## src/rtl/usart_rx_deserializer.sv

```systemverilog
// -----------------------------------------------------------------------------
// usart_rx_deserializer
//
// Receive engine for the USART single-wire link. Oversamples the asynchronous
// `sig` line, recovers one frame (start bit, DATA_LENGTH data bits LSB first,
// parity bit, stop bit) and presents the word on a valid/ready handshake.
//
// Ports:
//   clk            system clock, rising edge
//   reset_n        asynchronous active-low reset
//   sig            serial line, idles high, asynchronous to clk
//   data           received word (stable while valid=1)
//   valid          data/parity_error hold a received frame
//   ready          consumer accepts data when valid & ready
//   parity_error   parity mismatch on the held frame, qualified by valid
//   framing_error  1-cycle pulse: stop bit sampled low, frame discarded
//   overrun        1-cycle pulse: good frame dropped, previous not consumed
// -----------------------------------------------------------------------------
module usart_rx_deserializer #(
  parameter int DATA_LENGTH  = 48,
  parameter int CLKS_PER_BIT = 16,
  parameter int PARITY_ODD   = 0
) (
  input  logic                   clk,
  input  logic                   reset_n,
  input  logic                   sig,
  output logic [DATA_LENGTH-1:0] data,
  output logic                   valid,
  input  logic                   ready,
  output logic                   parity_error,
  output logic                   framing_error,
  output logic                   overrun
);

  localparam int CW = $clog2(CLKS_PER_BIT);
  localparam int BW = $clog2(DATA_LENGTH + 1);

  localparam logic [CW-1:0] CNT_HALF = CW'(CLKS_PER_BIT / 2 - 1);
  localparam logic [CW-1:0] CNT_LAST = CW'(CLKS_PER_BIT - 1);
  localparam logic [BW-1:0] IDX_LAST = BW'(DATA_LENGTH - 1);
  localparam logic          ODD      = 1'(PARITY_ODD);

  typedef enum logic [2:0] {
    IDLE,
    START,
    DATA,
    PARITY,
    STOP
  } state_t;

  state_t state, state_n;

  logic sig_meta, sig_s, sig_s_d;
  logic [CW-1:0] cnt;
  logic [BW-1:0] bit_idx;
  logic [DATA_LENGTH-1:0] word;
  logic parity_bit;

  // Control strobes produced by the next-state logic.
  logic cnt_clr, idx_clr, shift_en, par_en, stop_en;
  logic fall, perr;

  // ---------------------------------------------------------------------------
  // Two-flop synchronizer plus one delay stage for falling-edge detection.
  // Resets to 1 so that leaving reset never looks like a start edge.
  // ---------------------------------------------------------------------------
  // NOTE: sequential state uses non-blocking (<=) so every flop samples the
  // pre-edge value of its neighbour; blocking here would collapse the chain.
  always_ff @(posedge clk or negedge reset_n) begin
    if (!reset_n) begin
      sig_meta <= 1'b1;
      sig_s    <= 1'b1;
      sig_s_d  <= 1'b1;
    end else begin
      sig_meta <= sig;
      sig_s    <= sig_meta;
      sig_s_d  <= sig_s;
    end
  end

  assign fall = sig_s_d & ~sig_s;
  assign perr = (^word) ^ parity_bit ^ ODD;

  // ---------------------------------------------------------------------------
  // FSM state register
  // ---------------------------------------------------------------------------
  always_ff @(posedge clk or negedge reset_n) begin
    if (!reset_n) state <= IDLE;
    else          state <= state_n;
  end

  // ---------------------------------------------------------------------------
  // Next-state and strobe logic. START waits half a bit so every later sample
  // lands mid-bit; each subsequent sample is a full bit period apart.
  // ---------------------------------------------------------------------------
  always_comb begin
    // NOTE: every output of this block gets a default first, so no path can
    // leave a signal unassigned and infer a latch.
    state_n  = state;
    cnt_clr  = 1'b0;
    idx_clr  = 1'b0;
    shift_en = 1'b0;
    par_en   = 1'b0;
    stop_en  = 1'b0;

    unique case (state)
      IDLE: begin
        cnt_clr = 1'b1;
        if (fall) state_n = START;
      end
      START: begin
        if (cnt == CNT_HALF) begin
          cnt_clr = 1'b1;
          if (sig_s) begin
            state_n = IDLE;              // glitch, not a real start bit
          end else begin
            state_n = DATA;
            idx_clr = 1'b1;
          end
        end
      end
      DATA: begin
        if (cnt == CNT_LAST) begin
          cnt_clr  = 1'b1;
          shift_en = 1'b1;
          if (bit_idx == IDX_LAST) state_n = PARITY;
        end
      end
      PARITY: begin
        if (cnt == CNT_LAST) begin
          cnt_clr = 1'b1;
          par_en  = 1'b1;
          state_n = STOP;
        end
      end
      STOP: begin
        if (cnt == CNT_LAST) begin
          cnt_clr = 1'b1;
          stop_en = 1'b1;
          state_n = IDLE;                // ready for a start edge right after
        end
      end
      default: begin
        state_n = IDLE;
        cnt_clr = 1'b1;
      end
    endcase
  end

  // ---------------------------------------------------------------------------
  // Cycle counter and bit index: cleared explicitly, never free-running.
  // ---------------------------------------------------------------------------
  always_ff @(posedge clk or negedge reset_n) begin
    if (!reset_n) begin
      cnt     <= '0;
      bit_idx <= '0;
    end else begin
      cnt <= cnt_clr ? '0 : cnt + CW'(1);
      if (idx_clr)       bit_idx <= '0;
      else if (shift_en) bit_idx <= bit_idx + BW'(1);
    end
  end

  // ---------------------------------------------------------------------------
  // Assembly shift register and captured parity bit.
  // ---------------------------------------------------------------------------
  // NOTE: no reset here on purpose: all DATA_LENGTH bits and the parity bit are
  // rewritten before the stop sample reads them, so a reset would buy nothing.
  always_ff @(posedge clk) begin
    if (shift_en) word <= {sig_s, word[DATA_LENGTH-1:1]};   // LSB arrives first
    if (par_en)   parity_bit <= sig_s;
  end

  // ---------------------------------------------------------------------------
  // Output register and handshake. A load in the same cycle as a consume keeps
  // valid high with the new word; otherwise valid & ready clears it.
  // ---------------------------------------------------------------------------
  always_ff @(posedge clk or negedge reset_n) begin
    if (!reset_n) begin
      data          <= '0;
      valid         <= 1'b0;
      parity_error  <= 1'b0;
      framing_error <= 1'b0;
      overrun       <= 1'b0;
    end else begin
      framing_error <= 1'b0;
      overrun       <= 1'b0;
      if (valid && ready) valid <= 1'b0;
      if (stop_en) begin
        if (!sig_s) begin
          framing_error <= 1'b1;
        end else if (!valid || ready) begin
          data         <= word;
          parity_error <= perr;
          valid        <= 1'b1;
        end else begin
          overrun <= 1'b1;
        end
      end
    end
  end

endmodule

```

## config.mk

```make
export PLATFORM = sky130hd
export DESIGN_NAME = usart_rx_deserializer
export DESIGN_NICKNAME = d
export VERILOG_FILES = /design/src/rtl/usart_rx_deserializer.sv
export SDC_FILE = /design/constraint.sdc
export NUM_CORES = 1
export LEC_CHECK = 0
export CAP_MARGIN = 20
export CORE_ASPECT_RATIO = 1.75
export CORE_UTILIZATION = 30
export CTS_CLUSTER_DIAMETER = 60
export DETAILED_ROUTE_END_ITERATION = 12
export PLACE_DENSITY = 0.56
export REMOVE_ABC_BUFFERS = 1
export SYNTH_ARGS = -nofsm -noshare
export SYNTH_HDL_FRONTEND = slang
export SYNTH_SLANG_ARGS = --single-unit
```

## constraint.sdc

```tcl
create_clock -name clk -period 4.2 [get_ports clk]
set_clock_uncertainty 0.2 [all_clocks]
set_input_delay 0.63 -clock clk [delete_from_list [all_inputs] [get_ports clk]]
set_output_delay 0.63 -clock clk [all_outputs]
set_load 0.03 [all_outputs]
```

== After elaboration in Yosys (flattened, before gate mapping) ==
Index checks and enable logic that the tools add are counted.

* Input bits: 4
* Register bits: 117
* Word-level logic and storage cells: 68
* Output and inout port bits: 52

* Equal/unequal tests: 13
* Reductions and logical operators: 9
* Muxes and demuxes: 28
* Add/sub/neg operators: 2
* Bitwise operators: 3

{| class="wikitable"
|+ Operator list
! kind !! number
|-
| parity 48 bit || 1
|-
| 2-to-1 mux 3 bit || 6
|-
| 2-to-1 mux 1 bit || 16
|-
| case mux 3 bit (5 select lines) || 1
|-
| 2-to-1 mux 6 bit || 2
|-
| != test 2 bit (second input constant) || 6
|-
| adder 6 x 1 -> 6 bit (second input constant) || 1
|-
| == test 3 x 2 -> 1 bit (second input constant) || 2
|-
| == test 6 bit (second input constant) || 1
|-
| AND reduction 6 bit || 1
|-
| adder 4 x 1 -> 4 bit (second input constant) || 1
|-
| == test 4 x 3 -> 1 bit (second input constant) || 1
|-
| == test 4 bit (second input constant) || 1
|-
| 2-to-1 mux 4 bit || 1
|-
| == test 3 x 1 -> 1 bit (second input constant) || 1
|-
| == test 3 bit (second input constant) || 1
|-
| zero test 3 bit || 1
|-
| AND reduction 3 bit || 1
|-
| OR reduction 3 bit || 1
|-
| 2-to-1 mux 2 bit || 1
|-
| case mux 1 bit (2 select lines) || 1
|-
| nonzero test 2 bit || 1
|-
| AND 1 bit || 1
|-
| logical AND 1 bit || 1
|-
| 4 further kinds || 4
|}

== Logic depth before layout (Yosys ltp) ==
Gate-level depths: netlist of run 1.

* Depth after elaboration: 5
* Depth in mapped cells: 7
* Mapped depth without buffers: 7

== Least setup slack after synthesis of run 1 ==
OpenSTA, ideal clock, no wires.

* Path type: register to register
* Start point: register cnt[0]
* End point: register bit_idx[5]
* Arrival: 3.202 ns
* Path slack: 0.668 ns
* Setup time: 0.130 ns
* Buffers on the path: 0
* Clock period less this slack: 3.532 ns
* Stages on the path, launching flop included: 8
* Data required time: 3.870 ns
* Path through: dfrtp_1 > ha_1 > nand3_4 > nor4b_4 > and4_4 > nand3_2 > xor2_1 > nor2_2

* Word-level cells in the longest chain between the ends: 4
* Elaborated cells between the ends (all ways): 8
* Classes of those cells: 2 x eq/ne; 5 x mux; 1 x reduce/logical

{| class="wikitable"
|+ Ends and longest elaborated chain
! what !! RTL line !! text
|-
| from (decl) || 54 || <nowiki>logic [CW-1:0] cnt;</nowiki>
|-
| from (signal assigned) || 158 || <nowiki>cnt <= cnt_clr ? '0 : cnt + CW'(1);</nowiki>
|-
| == test 4 bit || 123 || <nowiki>if (cnt == CNT_LAST) begin</nowiki>
|-
| 2-to-1 mux 1 bit || 123 ||
|-
| 2-to-1 mux 1 bit || 106 || <nowiki>unique case (state)</nowiki>
|-
| net shift_en || 60 || <nowiki>logic cnt_clr, idx_clr, shift_en, par_en, stop_en;</nowiki>
|-
| nonzero test 2 bit (no source line) || - ||
|-
| to (signal assigned) || 160 || <nowiki>else if (shift_en) bit_idx <= bit_idx + BW'(1);</nowiki>
|-
| to (decl) || 55 || <nowiki>logic [BW-1:0] bit_idx;</nowiki>
|}

The timed path passes the listed nets, and every way through them passes these cells.
A chain may end at the register's enable or synchronous reset.

== Worst setup path in the final report of run 1 ==
* Start point: register cnt[0]
* End point: register word[41] (enable)

* Word-level cells in the longest chain between the ends: 3

{| class="wikitable"
|+ Ends and longest elaborated chain
! what !! RTL line !! text
|-
| == test 4 bit || 123 ||
|-
| 2-to-1 mux 1 bit || 123 ||
|-
| 2-to-1 mux 1 bit || 106 ||
|-
| net shift_en || 60 ||
|-
| to (signal assigned) || 170 || <nowiki>if (shift_en) word <= {sig_s, word[DATA_LENGTH-1:1]};</nowiki>
|-
| to (decl) || 56 || <nowiki>logic [DATA_LENGTH-1:0] word;</nowiki>
|}

The timed path passes the listed nets, and every way through them passes these cells.

==> metrics.md, run 1 <==
| Metric | Value |
|---|---|
| Port bufs | 55 |
| EDFF count, synth | 49 |
| Longest Clk Path Bufs | 2 |
| Crit path capture | word[41]$_DFFE_PP_ |
| Top post-synthesis cells by area | dfrtp_1, edfxtp_1, xnor2_1 |
| TritonRoute pass-1 iters | 3 |
| # Max-Cap Violations | 0 |
| Synth Instances | 276 |
| Static Leak | 2.488 nW |
| Worst-skew pair later-pin latency | 0.40 ns |
| Max Slew Vio Count | 0 |
| RSZ-0062 raised after global routing | no |
| Worst Path Class, Setup | reg -> reg |
| Post-layout nets | 353 |
| Bufs and invs on worst path | 1 |
| Avg Inst Size Synth | 16.81 um2 |
| # IOs | 56 |
| Vias in the first global route | 2565 |
| N_diodes | 0 |
| Placed insts | 510 |
| Total track usage | 0.1147 |
| Routed length per instance | 14.77 um |
| Endpoints failing setup | 0 |
| Die area | 15980 um2 |
| CP required | 4.07 ns |
| Seq/Total Area, Yosys | 0.6849 |
| First-pass GRT wire length | 13500 um |
| Grt total ovfl | 0 |
| Crit Reg-Reg Endpoint | word[41]$_DFFE_PP_ |
| Max-slew headroom | 0.4435 |
| Delay-heaviest family, CP | simple AND/OR/NAND/NOR gates |
| Synth Flop Type | dfrtp_1 |
| TritonCTS clock tree | done |
| Synth area leader | dfrtp_1 |
| GP Congestion | 0.7020 |
| Yosys reg bits | 117 |
| Fmax | 0.4003 GHz |
| HPWL Detailed | 5299 um |
| Async SR Flop Fraction | 0.5812 |
| Critical Path AT | 2.37 ns |
| Layout Cells excl Fill | 543 |
| CTS buffer count | 17 |
| Slowest CP cell | nor4b_4 |
| Post-CTS Resized | 0 |
| Post-CTS Setup Inserts | 0 |
| VDD IR max | 0.2979 mV |
| Worst r2r path cells | 4 |
| Clk slew on worst S/H paths | 0.05 ns |
| Worst Setup End Kind | flop |
| Final Hold Viols | 19 |
| Slowest Stage Delay on Critical Path | 0.72 ns |
| Die Ht | 166.5 um |
| Minimum clock period | 2.498 ns |
| Violated checks | negative hold slack |
| Synth Warn # | 0 |
| Status | finished with violations |
| Post-route ant nets | 0 |
| Slew @ Worst Pin | 0.8312 ns |
| Avg Vias per Cell | 4.457 |
| Synth cell types | 42 |
| Worst setup SP type | flop |
| Setup tns final | 0 ns |
| Drt initial violations | 103 |
| Core Region | 14990 um2 |
| Largest net degree at the start of global routing | 51 |
| Crit path from | cnt[0]$_DFF_PN0_ |
| Min Hold Slack | -0.01594 ns |
| Hold Buf Count CTS | 0 |
| Area share of the largest cell type after synthesis | 0.3507 |
| Worst-path cell chain | ha_1 > nand3_4 > nor4b_4 > buf_4 |
| Flop2flop setup slack | 1.70 ns |
| Synthesized area | 4638 um2 |
| Hold Crit Class | in -> async |
| Fin crit share | 0.5948 |
| Fraction of layout cells with a size suffix above 1 | 0.1750 |
| Critical path depth | 4 |
| Root buf cell | clkbuf_16 |
| Antenna violations before repair | 0 |
| H-Tree Depth | 4 |
| Initial cell density of the core | 0.3095 |
| # DRC | 0 |
| Die X-Extent | 95.99 um |
| Drt total wl | 8021 um |
| CP max FO | 24 |
| Pwr Density | 431.9 nW/um2 |
| Via count | 2420 |
| Worst R2R Start | cnt[0]$_DFF_PN0_ |
| Clock Sinks | 117 |
| Area growth syn-to-layout | 28.11% |
| Num rows | 59 |
[routing by layer]
metal | up-vias | wire, um | GRT usage
li1 | 1135 | - | -
met2 | 47 | 4169 | 0.1792
met4 | 0 | 164 | 0.05451
met3 | 15 | 260 | 0.03562
met1 | 1223 | 3427 | 0.1420
met5 | - | 0 | 0
[cells in the final DEF, fill, tap and decap left out, types with 2 or more instances in the layout]
master	instances
clkinv_1	2
buf_4	4
clkinv_2	6
nand3_1	2
and4b_1	2
nor2_1	11
a211oi_1	2
clkbuf_1	3
bufinv_16	2
xnor3_1	2
xor2_1	11
dfrtp_1	65
clkbuf_16	17
clkinvlp_4	2
mux2_2	17
nand4_1	2
mux2_1	31
clkdlybuf4s50_1	54
xnor2_1	40
nand2b_1	2
edfxtp_1	49
ha_1	2
dfstp_2	3
nand2_1	5
[where the power goes]
part	internal, W	switching, W
sequential	0.00119	0.00000567
clock	0.000860	0.000479
combinational	0.00000991	0.0000202
total	0.00206	0.000505
[area by class of cell]
| class | count | area, um2 |
|---|---|---|
| tap | 183 | 229.0 |
| multi-input combinational | 150 | 1388 |
| timing repair buffer | 60 | 595.6 |
| inverter | 1 | 3.754 |
| clock inverter | 12 | 112.6 |
| fill | 1388 | 9044 |
| sequential | 117 | 3177 |
| clock buffer | 20 | 436.7 |
[cell families (layout without fill, tap and decap cells)]
logic type,after synthesis,after routing,share of synthesized area
AO/OA/AOI/OAI,9,9,0.01645
XOR/XNOR,53,53,0.1060
adder cells (fa/ha/maj),2,2,0.005394
buffers and inverters,9,93,0.01591
flip-flops,117,117,0.6849
multiplexers,49,49,0.1187
AND/OR/NAND/NOR,37,37,0.05261
[worst min path at each step]
| stage | cells after the start | startpoint | slack [ns] | endpoint |
|---|---|---|---|---|
| after floorplan | 0 | reset_n | 0.13 | bit_idx[0]$_DFFE_PN0P_ |
| after global placement | 0 | sig_meta$_DFF_PN1_ | 0.15 | sig_s$_DFF_PN1_ |
| after detailed placement | 0 | sig_meta$_DFF_PN1_ | 0.15 | sig_s$_DFF_PN1_ |
| after CTS | 0 | sig_meta$_DFF_PN1_ | 0.16 | sig_s$_DFF_PN1_ |
| after global routing | 1 | reset_n | 0.01 | data[34]$_DFFE_PN0P_ |
| final | 1 | reset_n | -0.02 | data[38]$_DFFE_PN0P_ |
[cell usage after synthesis, types with 2 or more instances]
cell,count
nand3_1,2
xnor2_1,40
a211oi_1,2
buf_2,5
ha_1,2
dfrtp_1,65
and4b_1,2
edfxtp_1,49
mux2_1,31
xor2_1,11
nand2b_1,2
mux2_2,17
dfstp_2,3
nor2_1,11
nand4_1,2
xnor3_1,2
nand2_1,5
[flip-flops by register name, summed over array words and instances, names as in the netlist]
signal         cells
bit_idx            6
sig_s              1
parity_error       1
state              3
parity_bit         1
framing_error      1
data              48
word              48
sig_meta           1
valid              1
sig_s_d            1
overrun            1
cnt                4
[metrics by stage]
stage	hold WS, ns	total power (W)	setup WS (ns)	util	area, um2
2_1_floorplan	0.1344	0.001227	0.6691	-	4568
3_3_place_gp	0.1461	0.001246	1.617	0.3585	5373
3_5_place_dp	0.1501	0.001248	1.573	0.3585	5373
4_1_cts	0.1576	0.002602	1.638	0.3952	5922
5_1_grt	0.01030	0.002671	1.493	0.3965	5942
6_report	-0.01594	0.002566	1.702	0.3965	5942
(Power assumes the default switching activity.)
==> run 2: changes to the inputs <==
- clock period: 4.2 -> 2.55 ns (I/O delays scaled with it)
==> metrics.md, run 2 (same netlist as run 1, synthesis figures left out) <==
| Metric | Value |
|---|---|
| Status | complete, no violations |
| Most frequent cells in the layout | dfrtp_1, clkdlybuf4s50_1, edfxtp_1 |
| Port bufs | 55 (unchanged) |
| Delay-heaviest family, CP | simple AND/OR/NAND/NOR gates |
| Hold Path Depth | 0 |
| Die X-Extent | 95.99 um (unchanged) |
| Grt total ovfl | 0 (unchanged) |
| Via count | 2411 (-0.37%) |
| Setup tns final | 0 ns (unchanged) |
| Worst Setup End Kind | flop |
| N_diodes | 0 (unchanged) |
| Met3 WL | 282 um (+8.5%) |
| Drt total wl | 8231 um (+2.6%) |
| DP Area | 5413 um2 (+0.75%) |
| CTS buffer count | 17 (unchanged) |
| Vias in the first global route | 2625 (+2.3%) |
| FILL cells | 1381 (-0.50%) |
| Critical Path AT | 2.19 ns (-0.18 ns) |
| Fraction of layout cells with a size suffix above 1 | 0.1801 (+0.005055) |
| Hold Crit Class | reg -> reg |
| Fin crit share | 0.8309 (+0.2361) |
| Worst-path cell chain | ha_1 > nand3b_1 > a211oi_1 > a221oi_2 > nor3_2 > nor2_1 |
| RSZ-0062 raised after global routing | no |
| Critical path depth | 6 (+2) |
| Num rows | 59 (unchanged) |
| Clk slew on worst S/H paths | 0.05 ns (about the same) |
| TritonCTS clock tree | done |
| PnR Total Power | 0.004365 W (+70%) |
| Worst r2r path cells | 6 (+2) |
| Longest Clk Path Bufs | 2 (unchanged) |
| Area growth syn-to-layout | 29.43% |
| GP Congestion | 0.6802 (-3.1%) |
| Static Leak | 2.519 nW (+1.2%) |
| VDD IR max | 0.3829 mV (+29%) |
| Antenna violations before repair | 0 (unchanged) |
| Bufs and invs on worst path | 0 (-1) |
| Slowest Stage Delay on Critical Path | 0.42 ns (-0.30 ns) |
| Max-slew headroom | 0.7045 (+0.2610) |
| Commonest non-fill, non-tap cell in the layout | dfrtp_1 |
| Die area | 15980 um2 (unchanged) |
| TritonRoute pass-1 iters | 4 (+1) |
| Avg Vias per Cell | 4.432 (-0.56%) |
| Slew @ Worst Pin | 0.4408 ns (-0.3904 ns) |
| First-pass GRT wire length | 13790 um (+2.1%) |
| M1 WL | 3515 um (+2.6%) |
| Root buf cell | clkbuf_16 |
| # Max-Cap Violations | 0 (unchanged) |
| Max Used Layer | met4 |
| HPWL Detailed | 5360 um (+1.2%) |
| Final Hold Viols | 0 (-19) |
| Largest registers | data (48), word (48), bit_idx (6) |
| # IOs | 56 (unchanged) |
| Slowest CP cell | nor3_2 |
| Post-CTS Setup Inserts | 0 (unchanged) |
| CP required | 2.62 ns (-1.45 ns) |
| Worst Path Class, Setup | reg -> reg |
| Post-Layout Inst Area | 6003 um2 (+1.0%) |
| Minimum clock period | 2.119 ns (-0.3793 ns) |
| Final Util | 0.4006 (+0.004091) |
| Fmax | 0.4720 GHz (+18%) |
| Initial cell density of the core | 0.3095 (unchanged) |
| CP max FO | 6 (-75%) |
| Post-route ant nets | 0 (unchanged) |
| Die Ht | 166.5 um (unchanged) |
| # DRC | 0 (unchanged) |
| Core Region | 14990 um2 (unchanged) |
| H-Tree Depth | 4 (unchanged) |
| Clock Sinks | 117 (unchanged) |
| Max Slew Vio Count | 0 (unchanged) |
| Pwr Density | 727.2 nW/um2 (+68%) |
| Total track usage | 0.1175 (+0.002806) |
| Post-layout nets | 355 (+0.57%) |
| Wire length on met2 | 4263 um (+2.3%) |
| Endpoints failing setup | 0 (unchanged) |
| Drt initial violations | 107 (+3.9%) |
| Worst setup SP type | flop |
| Routed length per instance | 15.13 um (+2.4%) |
| Largest net degree at the start of global routing | 51 (unchanged) |
| Worst-skew pair later-pin latency | 0.40 ns (about the same) |
==> run 2: final cells by class <==
class | count | area [um2] | share of cell area
clock buffers | 20 | 446.7 | 0.07441
clock inverters | 11 | 133.9 | 0.02230
inverters | 1 | 3.754 | 0.0006253
repair buffers | 62 | 625.6 | 0.1042
multi-input cells | 150 | 1388 | 0.2311
well taps | 183 | 229.0 | 0.03814
flip-flops and latches | 117 | 3177 | 0.5292
==> run 2: routing by layer <==
metal | vias up | GRT usage
met3 | 12 | 0.03562
li1 | 1129 | -
met1 | 1224 | 0.1384
met5 | - | 0
met2 | 46 | 0.1884
met4 | 0 | 0.06230
==> run 2: worst paths after layout <==
check                                          to  slack [ns]                from
hold reg to reg                   sig_s$_DFF_PN1_        0.16  sig_meta$_DFF_PN1_
setup reg to reg           bit_idx[0]$_DFFE_PN0P_        0.43    cnt[0]$_DFF_PN0_
max in group asynchronous     data[7]$_DFFE_PN0P_        1.36             reset_n
hold / removal                    sig_s$_DFF_PN1_        0.16  sig_meta$_DFF_PN1_
setup / recovery           bit_idx[0]$_DFFE_PN0P_        0.43    cnt[0]$_DFF_PN0_
min in group asynchronous    data[39]$_DFFE_PN0P_        0.20             reset_n
==> run 2: timing repair <==
action,4_1_cts,5_1_grt
hold buffers,1,0
gates resized for setup,0,0
endpoints found under the hold margin,45,0
==> run 2: power by group <==
group          leakage (nW)  switching (W)  internal, W  total [W]
clock network         0.283       0.000800      0.00154    0.00234
logic                 0.857      0.0000345    0.0000174  0.0000518
registers              1.38     0.00000913      0.00196    0.00197
total                  2.52       0.000844      0.00352    0.00437
==> run 2: metrics by stage <==
step	std cells	worst slack, ns	hold WS (ns)
finish	544	0.4313	0.1620
global placement	512	0.4535	0.08284
detailed placement	512	0.4228	0.09268
CTS	544	0.4274	0.1634
global route	544	0.2144	0.1663
floorplan	268	-0.9809	-0.1131
==> run 3: changes to the inputs <==
- clock period: 2.55 -> 2.05 ns (I/O delays scaled with it)
==> metrics.md, run 3 (same netlist as run 1, synthesis figures left out) <==
| Metric | Value |
|---|---|
| Clk slew on worst S/H paths | 0.05 ns (about the same) |
| Critical path depth | 1 (-5) |
| VDD IR max | 0.6396 mV (+67%) |
| Post-route ant nets | 0 (unchanged) |
| Max-slew headroom | 0.7478 (+0.04322) |
| WHS Endpoint | sig_meta$_DFF_PN1_ |
| Worst Setup End Kind | primary output |
| Slowest CP cell | clkdlybuf4s50_1 |
| Root buf cell | clkbuf_16 |
| Bufs and invs on worst path | 1 (+1) |
| CP max FO | 2 (-4) |
| Fin worst setup slack | 0.06192 ns (-0.3694 ns) |
| Grt total ovfl | 0 (unchanged) |
| Worst setup SP type | flop |
| Critical Path AT | 1.48 ns (-0.71 ns) |
| # IOs | 56 (unchanged) |
| Fmax | 0.5030 GHz |
| Fraction of layout cells with a size suffix above 1 | 0.2538 (+0.07379) |
| Longest Clk Path Bufs | 2 (unchanged) |
| Worst Path Class, Setup | reg -> out |
| Post-Layout Inst Area | 6264 um2 (+4.3%) |
| Setup tns final | 0 ns (unchanged) |
| Endpoints failing setup | 0 (unchanged) |
| Largest net degree at the start of global routing | 69 (+35%) |
| Final Hold Viols | 0 (unchanged) |
| Largest registers | data (48), word (48), bit_idx (6) |
| GP Congestion | 0.7510 (+10%) |
| Clock Sinks | 117 (unchanged) |
| Via count | 2550 (+5.8%) |
| Area growth syn-to-layout | 35.04% |
| Total track usage | 0.1189 (+0.001383) |
| Drt total wl | 8588 um (+4.3%) |
| DP Area | 5618 um2 (+3.8%) |
| Hold_sp | sig |
| TritonCTS clock tree | done |
| CTS buffer count | 17 (unchanged) |
| Final Util | 0.4180 (+0.01737) |
| Antenna violations before repair | 0 (unchanged) |
| Worst-path cell chain | clkdlybuf4s50_1 |
| # Max-Cap Violations | 0 (unchanged) |
| # DRC | 0 (unchanged) |
| CP required | 1.54 ns (-1.08 ns) |
| Routed length per instance | 14.99 um (-0.94%) |
| Core Region | 14990 um2 (unchanged) |
| Post-layout nets | 383 (+7.9%) |
| Placed insts | 536 (+4.7%) |
| RSZ-0062 raised after global routing | yes |
| FILL cells | 1396 (+1.1%) |
| DP Worst Slack | -0.08597 ns (-0.5088 ns) |
| Pwr Density | 838.7 nW/um2 (+15%) |
| N_diodes | 0 (unchanged) |
| Most frequent cells in the layout | dfrtp_1, clkdlybuf4s50_1, edfxtp_1 |
| Delay-heaviest family, CP | buffers and inverters |
| Minimum clock period | 1.988 ns |
| H-Tree Depth | 4 (unchanged) |
| Slowest Stage Delay on Critical Path | 0.69 ns (+0.27 ns) |
| Flop2flop setup slack | 0.07 ns (-0.36 ns) |
| Crit Reg-Reg Endpoint | parity_error$_DFFE_PN0P_ |
| Avg Vias per Cell | 4.450 (+0.41%) |
| Die Ht | 166.5 um (unchanged) |
| Status | complete, no violations |
| Initial cell density of the core | 0.3095 (unchanged) |
| Port bufs | 55 (unchanged) |
| Drt initial violations | 100 (-6.5%) |
| Vias in the first global route | 2807 (+6.9%) |
| HPWL Detailed | 5721 um (+6.7%) |
| Commonest non-fill, non-tap cell in the layout | dfrtp_1 |
| Num rows | 59 (unchanged) |
| Worst r2r path cells | 6 (unchanged) |
| Die X-Extent | 95.99 um (unchanged) |
| Slew @ Worst Pin | 0.3784 ns (-0.06242 ns) |
| Die area | 15980 um2 (unchanged) |
| First-pass GRT wire length | 14230 um (+3.2%) |
| Static Leak | 2.655 nW (+5.4%) |
| TritonRoute pass-1 iters | 4 (unchanged) |
| Worst R2R Start | word[15]$_DFFE_PP_ |
| Hold Crit Class | in -> reg |
| Max Slew Vio Count | 0 (unchanged) |
| Layout Cells excl Fill | 573 (+5.3%) |
| Hold Path Depth | 1 (+1) |
| Worst-skew pair later-pin latency | 0.40 ns (about the same) |
| Fin crit share | 0.9698 |
==> run 3: timing repair <==
action,4_1_cts,5_1_grt
buffers inserted,0,5
hold endpoints to repair,65,0
cloned,0,0
setup endpoints to repair,47,69
pin swaps,0,4
hold buffers,1,0
resized for setup,2,9
==> run 3: worst max-delay path by stage <==
stage	startpoint	to	slack [ns]
6_report	data[47]$_DFFE_PN0P_	data[47]	0.06
5_1_grt	cnt[1]$_DFF_PN0_	bit_idx[5]$_DFFE_PN0P_	-0.03
4_1_cts	cnt[1]$_DFF_PN0_	word[33]$_DFFE_PP_	-0.02
3_5_place_dp	cnt[1]$_DFF_PN0_	bit_idx[1]$_DFFE_PN0P_	-0.09
3_3_place_gp	cnt[0]$_DFF_PN0_	word[30]$_DFFE_PP_	0.006
2_1_floorplan	cnt[0]$_DFF_PN0_	bit_idx[5]$_DFFE_PN0P_	-1.48
==> run 3: worst register-to-register path: stages (launching register included) <==
cell	delay, ns
edfxtp_1	0.42
xnor2_1	0.22
xnor2_1	0.16
xnor2_1	0.14
xnor3_1	0.45
xnor3_1	0.21
o21ai_1	0.05
==> run 3: cell type report <==
class / instances / area (um2) / share of cell area
sequential: 117 / 3178 / 0.5074
multi-input combinational: 150 / 1434 / 0.2289
timing repair buffer: 90 / 872.1 / 0.1392
clock buffer: 23 / 467.9 / 0.07471
tap: 183 / 229.0 / 0.03656
clock inverter: 9 / 78.83 / 0.01258
inverter: 1 / 3.754 / 0.0005993
==> run 3: metal layers <==
| metal | vias up | GRT usage | wire, um |
|---|---|---|---|
| li1 | 1190 | - | - |
| met1 | 1295 | 0.1370 | 3537 |
| met2 | 52 | 0.1961 | 4539 |
| met3 | 13 | 0.03653 | 330 |
| met4 | 0 | 0.05711 | 181 |
| met5 | - | 0 | 0 |
==> run 3: power by group <==
group          leakage, nW  internal (W)   total, W  switching [W]
Combinational         1.01     0.0000354  0.0000858      0.0000504
Sequential            1.38       0.00244    0.00245     0.00000978
Clock                0.267       0.00172    0.00272       0.000998
==> run 3: through the flow <==
stage          total power, W  hold WS, ns
6_report             0.005253       0.1127
5_1_grt              0.005448       0.1279
4_1_cts              0.005322      0.09248
3_5_place_dp         0.002576       0.1478
3_3_place_gp         0.002572       0.1456
2_1_floorplan        0.002514      -0.1881
